**src/rtl/inst_fetch_queue.sv**
```systemverilog
// rtl/inst_fetch_queue.sv - instruction fetch queue: single-outstanding imem fetch FSM feeding a decode FIFO
module inst_fetch_queue #(
    parameter int          DEPTH    = 4,
    parameter logic [31:0] RESET_PC = 32'h0000_0000
) (
    input  logic        clk,
    input  logic        rst_b,
    output logic        imem_req,
    output logic [31:0] imem_addr,
    input  logic        imem_valid,
    input  logic [31:0] imem_data,
    input  logic        redirect,
    input  logic [31:0] redirect_pc,
    output logic        dec_valid,
    input  logic        dec_ready,
    output logic [31:0] dec_inst,
    output logic [31:0] dec_pc,
    output logic [5:0]  dec_opcode,
    output logic [5:0]  dec_func
);

    localparam int PW = $clog2(DEPTH);
    localparam int CW = PW + 1;
    localparam logic [CW-1:0] DEPTH_C = CW'(DEPTH);

    typedef enum logic [1:0] {
        IDLE,
        WAIT,
        DROP
    } state_t;

    state_t        state;
    state_t        state_nxt;
    logic [31:0]   fetch_pc;
    logic [31:0]   req_pc;
    logic [CW-1:0] count;
    logic [PW-1:0] head;
    logic [PW-1:0] tail;
    logic [31:0]   inst_mem [DEPTH];
    logic [31:0]   pc_mem   [DEPTH];
    logic          issue;
    logic          push;
    logic          pop;
    logic          unused_bits;

    assign unused_bits = ^redirect_pc[1:0];

    // Only one request is ever in flight and issue requires a free slot,
    // so the entry for the returning word is implicitly reserved at issue.
    always_comb begin
        issue     = (state == IDLE) && (count < DEPTH_C) && !redirect;
        push      = (state == WAIT) && imem_valid && !redirect;
        pop       = (count != '0) && dec_ready && !redirect;
        state_nxt = state;
        unique case (state)
            IDLE: if (issue) state_nxt = WAIT;
            WAIT: begin
                if (imem_valid)    state_nxt = IDLE;
                else if (redirect) state_nxt = DROP;
            end
            DROP: if (imem_valid) state_nxt = IDLE;
            default: state_nxt = IDLE;
        endcase
    end

    // Gated by rst_b so the strobe drops the moment reset asserts.
    assign imem_req  = issue && rst_b;
    assign imem_addr = imem_req ? fetch_pc : '0;

    always_ff @(posedge clk or negedge rst_b) begin
        if (!rst_b) begin
            state    <= IDLE;
            fetch_pc <= RESET_PC;
            req_pc   <= '0;
            count    <= '0;
            head     <= '0;
            tail     <= '0;
        end else begin
            state <= state_nxt;
            if (redirect) begin
                fetch_pc <= {redirect_pc[31:2], 2'b00};
                count    <= '0;
                head     <= '0;
                tail     <= '0;
            end else begin
                if (issue) begin
                    req_pc   <= fetch_pc;
                    fetch_pc <= fetch_pc + 32'd4;
                end
                if (push) tail <= tail + PW'(1);
                if (pop)  head <= head + PW'(1);
                case ({push, pop})
                    2'b10:   count <= count + CW'(1);
                    2'b01:   count <= count - CW'(1);
                    default: count <= count;
                endcase
            end
        end
    end

    always_ff @(posedge clk) begin
        if (push) begin
            inst_mem[tail] <= imem_data;
            pc_mem[tail]   <= req_pc;
        end
    end

    assign dec_valid  = (count != '0);
    assign dec_inst   = dec_valid ? inst_mem[head] : '0;
    assign dec_pc     = dec_valid ? pc_mem[head] : '0;
    assign dec_opcode = dec_inst[31:26];
    assign dec_func   = dec_inst[5:0];

endmodule

```
**config.mk**
```make
export PLATFORM = sky130hd
export DESIGN_NAME = inst_fetch_queue
export DESIGN_NICKNAME = d
export VERILOG_FILES = /design/src/rtl/inst_fetch_queue.sv
export SDC_FILE = /design/constraint.sdc
export NUM_CORES = 1
export LEC_CHECK = 0
export CAP_MARGIN = 5
export CORE_MARGIN = 1.5
export CORE_UTILIZATION = 40
export DETAILED_ROUTE_END_ITERATION = 12
export SYNTH_ARGS = -nofsm -noshare
export SYNTH_HDL_FRONTEND = slang
export SYNTH_SLANG_ARGS = --single-unit
```
**constraint.sdc**
```tcl
create_clock -name clk -period 3.5 [get_ports clk]
set_input_delay 0.7 -clock clk [delete_from_list [all_inputs] [get_ports clk]]
set_output_delay 0.7 -clock clk [all_outputs]
set_load 0.005 [all_outputs]
```
# ---- Word level (Yosys, flattened, before mapping)
# Memories as Yosys holds them, arrays and structs flattened.
# Index checks and enable logic that the tools add are counted.
dict set report classes {
  n_addsub 5
  magnitude_cmp 1
  n_eq_ne 7
  n_mux 18
  n_bitwise 1
  reduce_logical 16
}
# operator count
set ops {}
lappend ops {{$mux 32} 5}
lappend ops {{$add 32x3->32 const B} 1}
lappend ops {{$mux 2} 8}
lappend ops {{$logic_and 1x1->1} 7}
lappend ops {{$pmux 2 s3} 1}
lappend ops {{$pmux 3 s2} 1}
lappend ops {{$reduce_bool 2->1} 3}
lappend ops {{$reduce_bool 3->1} 2}
lappend ops {{$add 2x1->2 const B} 2}
lappend ops {{$eq 2x1->1 const B} 2}
lappend ops {{$eq 2x2->1 const B} 2}
lappend ops {{$ne 2x2->1 const B} 2}
lappend ops {{$add 3x1->3 const B} 1}
lappend ops {{$lt 3x3->1 const B} 1}
lappend ops {{$mux 3} 1}
lappend ops {{$ne 3x3->1 const B} 1}
lappend ops {{$reduce_and 3->1} 1}
lappend ops {{$sub 3x1->3 const B} 1}
lappend ops {{$logic_not 2->1} 1}
lappend ops {{$mux 1} 2}
lappend ops {{$reduce_and 2->1} 1}
lappend ops {{$logic_not 1->1} 1}
lappend ops {{$not 1->1} 1}
dict set report word_totals {
  ff_bits 73
  ramBits 256
  inputBits 69
  output_inout_bits 110
  word_cells 56
  mem_count 2
}
# name words word_bits rd rd_clocked_by_memory_dff wr line
set mem_list {}
lappend mem_list {inst_mem 4 32 1 0 1 39} ;# logic [31:0] inst_mem [DEPTH];
lappend mem_list {pc_mem 4 32 1 0 1 40} ;# logic [31:0] pc_mem [DEPTH];

# ---- Logic depth before layout (Yosys ltp)
dict set report logic_depth {
  word_depth 6
  mapped_depth 7
  mapped_depth_nobuf 7
}

# ---- Least setup slack after synthesis
# No wires, ideal clock.
dict set report synth_timing {
  path_kind {in2reg}
  startpoint {in redirect}
  endpoint {mem inst_mem[0][0] (enable)}
  setup_ns 0.427
  t_arrival_ns 2.551
  required_ns 3.073
  slack_ns 0.522
  stages 3
  n_path_buf 1
  cell_sequence {clkbuf_1 nor2_1 and2_1}
}
dict set report synth_between {
  elab_chain_len 4
}
# element line
set synth_lines {}
lappend synth_lines {{start, declared} 12} ;# input logic redirect,
lappend synth_lines {{$logic_not 1->1} 52} ;# push = (state == WAIT) && imem_valid && !redirect;
lappend synth_lines {{$logic_and 1x1->1} 52}
lappend synth_lines {{$mux 1} 102} ;# if (push) begin
lappend synth_lines {{$mux 1 (implied by the code)} 103} ;# inst_mem[tail] <= imem_data;
lappend synth_lines {{end, declared} 39}
# Every way passes these cells.

# ---- Final worst setup path
dict set report layout_timing {
  startpoint {reg count[2]}
  endpoint {out imem_addr[21]}
}
dict set report layout_between {
  elab_chain_len 5
}
# element line
set layout_lines {}
lappend layout_lines {{start, declared} 36} ;# logic [CW-1:0] count;
lappend layout_lines {{start signal, assigned} 93} ;# 2'b10: count <= count + CW'(1);
lappend layout_lines {{start signal, assigned} 94} ;# 2'b01: count <= count - CW'(1);
lappend layout_lines {{start signal, assigned} 95} ;# default: count <= count;
lappend layout_lines {{$lt 3x3->1} 51} ;# issue = (state == IDLE) && (count < DEPTH_C) && !redirect;
lappend layout_lines {{$logic_and 1x1->1 (2 in series)} 51}
lappend layout_lines {{$logic_and 1x1->1} 67} ;# assign imem_req = issue && rst_b;
lappend layout_lines {{$mux 32} 68} ;# assign imem_addr = imem_req ? fetch_pc : '0;
lappend layout_lines {{end, declared} 9} ;# output logic [31:0] imem_addr,
# Every way passes these cells.

==> impl_metrics.csv <==
group,metric,value,unit
synth,seq_area_frac_synth,0.707,
sta,rsz0062_at_grt,"false",
power_and_ir_drop,p_leak,5.63,nW
grt,grt_pass1_vias,7116,
sta,slew_viol_final,0,
grt,grt_max_degree,69,
setup_path,start_kind,"register",
route,route.detailed.drc,0,
die,die_area,33500,um2
sta,final.period_utilization,0.959,
outcome,status,"finished clean",
route,first_pass_iters,4,
clocking,cts_buffers,36,
sta,fin_crit,3.35,ns
hold_path,min_path_type,"in -> async",
clocking,post_cts_buffers,0,
clocking,ctsResizeCount,0,
final_layout,fill_cells,2623,
synth,avgSynthCellArea,17.2,um2
synth,yosysTopAreaCell,"edfxtp_1",
placed_design,place_congestion,0.752,
setup_path,critPathArrivalTime,2.65,ns
clocking,htreeDepth,2,
final_layout,nets,1012,
die,die_h,183,um
final_layout,drive_above_1_share,0.194,
clocking,clk_pin_slew,0.06,ns
synth,synth.cell_area,13000,um2
die,start_util,0.409,
synth,ys_ff_latch,317,
route,antenna_left,0,
clocking,clock-sinks,317,
synth,synth.area.top_cells,"edfxtp_1 57%, dfrtp_1 13%, mux4_2 11%, and2_1 3.3%, mux2_2 2.9%",
sta,tightest_slew,0.691,ns
setup_path,rrSetupSlack,0.89,ns
setup_path,max_stage_delay,0.51,ns
clocking,clk_latency,0.51,ns
die,core,31700,um2
synth,syn_inst,755,
sta,skew,0.0190,ns
flow_run,drv_cap,0,
route,drtIter0Drc,389,
grt,track_usage,0.164,
clocking,cts-root-buf,"clkbuf_16",
sta,max_clock_freq,298,MHz
route,drt_wl_total,26800,um
route,vias,6938,
setup_path,path_max_fanout,39,
power_and_ir_drop,vdd_ir_drop_max,0.383,mV
setup_path,cp_slowest_cell,"clkdlybuf4s50_1",
clocking,hold_buffers,0,
power_and_ir_drop,powerDensity,729,nW/um2
synth,synth_warnings,0,
setup_path,crit_path_start,"count[2]",
sta,max_slew_margin,0.536,
route,drt-wirelength-per-cell,19.6,um
sta,hold_viol_final,0,
clocking,clk_path_buf_depth,3,
die,rows,65,
synth,synth_top_cell_area_share,0.574,
final_layout,areaGrowthSynthToFinish,26.3,%
synth,synth.distinct_cells,37,
setup_path,critPathKind,"reg -> out",
placed_design,placement.io_buffers,172,
route,vias_per_cell,5.07,
grt,grt_pass1_wl,41800,um
grt,grt.overflow.total,0,
setup_path,worstPathRequired,2.80,ns
setup_path,end_kind,"output port",
die,die_w,183,um
sta,hold_ws,0.197,ns
setup_path,reg2reg_from,"count[2]",
grt,antenna_found_initial,1,
sta,fin_setup_tns,0,ns
sta,setup_violations,0,
setup_path,crit_path_cell_trace,"or3_1 -> nor2_4 -> buf_4 -> and3_1 -> clkdlybuf4s50_1",
clocking,cts_tree,"built",
placed_design,dp_hpwl,17100,um
die,ios,179,
synthesized netlist by cell type:
cell / instances
a2111oi_0: 1
a21o_1: 1
a21oi_1: 3
and2_1: 68
and3_1: 31
and4_1: 3
buf_1: 8
buf_2: 2
buf_4: 16
clkbuf_1: 32
conb_1: 1
dfrtp_1: 69
edfxtp_1: 248
fa_1: 1
ha_1: 5
inv_1: 6
mux2_2: 33
mux2i_1: 3
mux4_2: 62
nand2_1: 40
nand2b_1: 2
nand3_1: 13
nand3b_1: 2
nand4_1: 6
nor2_1: 15
nor2b_1: 1
nor3_1: 7
nor4_1: 6
nor4_2: 5
o21ai_0: 8
o21ai_1: 18
o31a_1: 1
or2_2: 1
or3_1: 4
or4_1: 1
xnor2_1: 20
xor2_1: 12
kinds of logic after synthesis:
family | after synthesis | synth area share
adders and majority gates | 6 | 0.00637
other | 1 | 0.000289
buffers and inverters | 64 | 0.0233
AOI/OAI and AO/OA | 32 | 0.0131
muxes | 98 | 0.139
and+or+nand+nor | 205 | 0.0896
DFF | 317 | 0.707
xor gates and xnor gates | 32 | 0.0216
cells in the final DEF, fill, tap and decap left out, drive strengths merged, types with 2 or more instances in the layout:
| cell type | instances |
|---|---|
| a21oi | 3 |
| and2 | 68 |
| and3 | 31 |
| and4 | 3 |
| buf | 29 |
| bufinv | 3 |
| clkbuf | 48 |
| clkdlybuf4s50 | 170 |
| clkinv | 12 |
| conb | 4 |
| dfrtp | 69 |
| diode | 3 |
| edfxtp | 248 |
| ha | 5 |
| inv | 8 |
| mux2 | 33 |
| mux2i | 3 |
| mux4 | 62 |
| nand2 | 40 |
| nand2b | 2 |
| nand3 | 13 |
| nand3b | 2 |
| nand4 | 6 |
| nor2 | 15 |
| nor3 | 7 |
| nor4 | 11 |
| o21ai | 26 |
| or3 | 4 |
| xnor2 | 20 |
| xor2 | 12 |
final cells by class:
cell class | count | area, um2 | area share
multi-input combinational | 377 | 3530 | 0.215
timing repair buffer | 199 | 2000 | 0.122
clock inverter | 17 | 159 | 0.00969
clock buffer | 48 | 987 | 0.0602
antenna | 3 | 7.51 | 0.000458
tap | 402 | 503 | 0.0307
sequential | 317 | 9180 | 0.560
inverter | 6 | 22.5 | 0.00137
worst paths after layout:
check	end	cells after the start
worst max-delay path	imem_addr[21]	5
worst min-delay path	fetch_pc[17]	1
worst max register to register	fetch_pc[26]	6
worst min register to register	pc_mem[0][18]	0
max in group asynchronous	head[0]	2
min in group clk	pc_mem[0][18]	0
layer usage:
metal  up-vias  track usage  routed length, um
li1       3239            -                  -
met1      3463        0.229              12500
met2       196        0.263              12400
met3        40       0.0334               1440
met4         0       0.0439                528
met5         -            0                  0
sequential cells by signal, indices dropped and copies added (netlist names):
name      count
state         2
req_pc       30
fetch_pc     30
inst_mem    128
tail          2
count         3
pc_mem      120
head          2
power by group:
group          switching (mW)  internal [mW]  total, mW
clock                    1.41           2.20       3.61
combinational            1.30           2.03       3.33
sequential              0.402           4.60       5.01
total                    3.11           8.84       11.9
per-stage QoR:
stage	total power [mW]	util	area (um2)	worst slack, ns	instances
after global placement	8.46	0.480	15200	0.668	1301
after floorplan	6.77	-	13000	0.522	758
after detailed placement	8.50	0.480	15200	0.688	1301
after global routing	12.6	0.517	16400	0.0239	1366
final	11.9	0.517	16400	0.145	1369
after CTS	12.2	0.517	16400	0.115	1366
worst max-delay path, delay by kind of cell, from the launching register on:
family | cells | cell delay [ns]
flip-flops | 1 | 0.42
AND/OR/NAND/NOR | 3 | 0.80
buffers and inverters | 2 | 0.90
No activity file was read; power rests on OpenSTA's default activity.
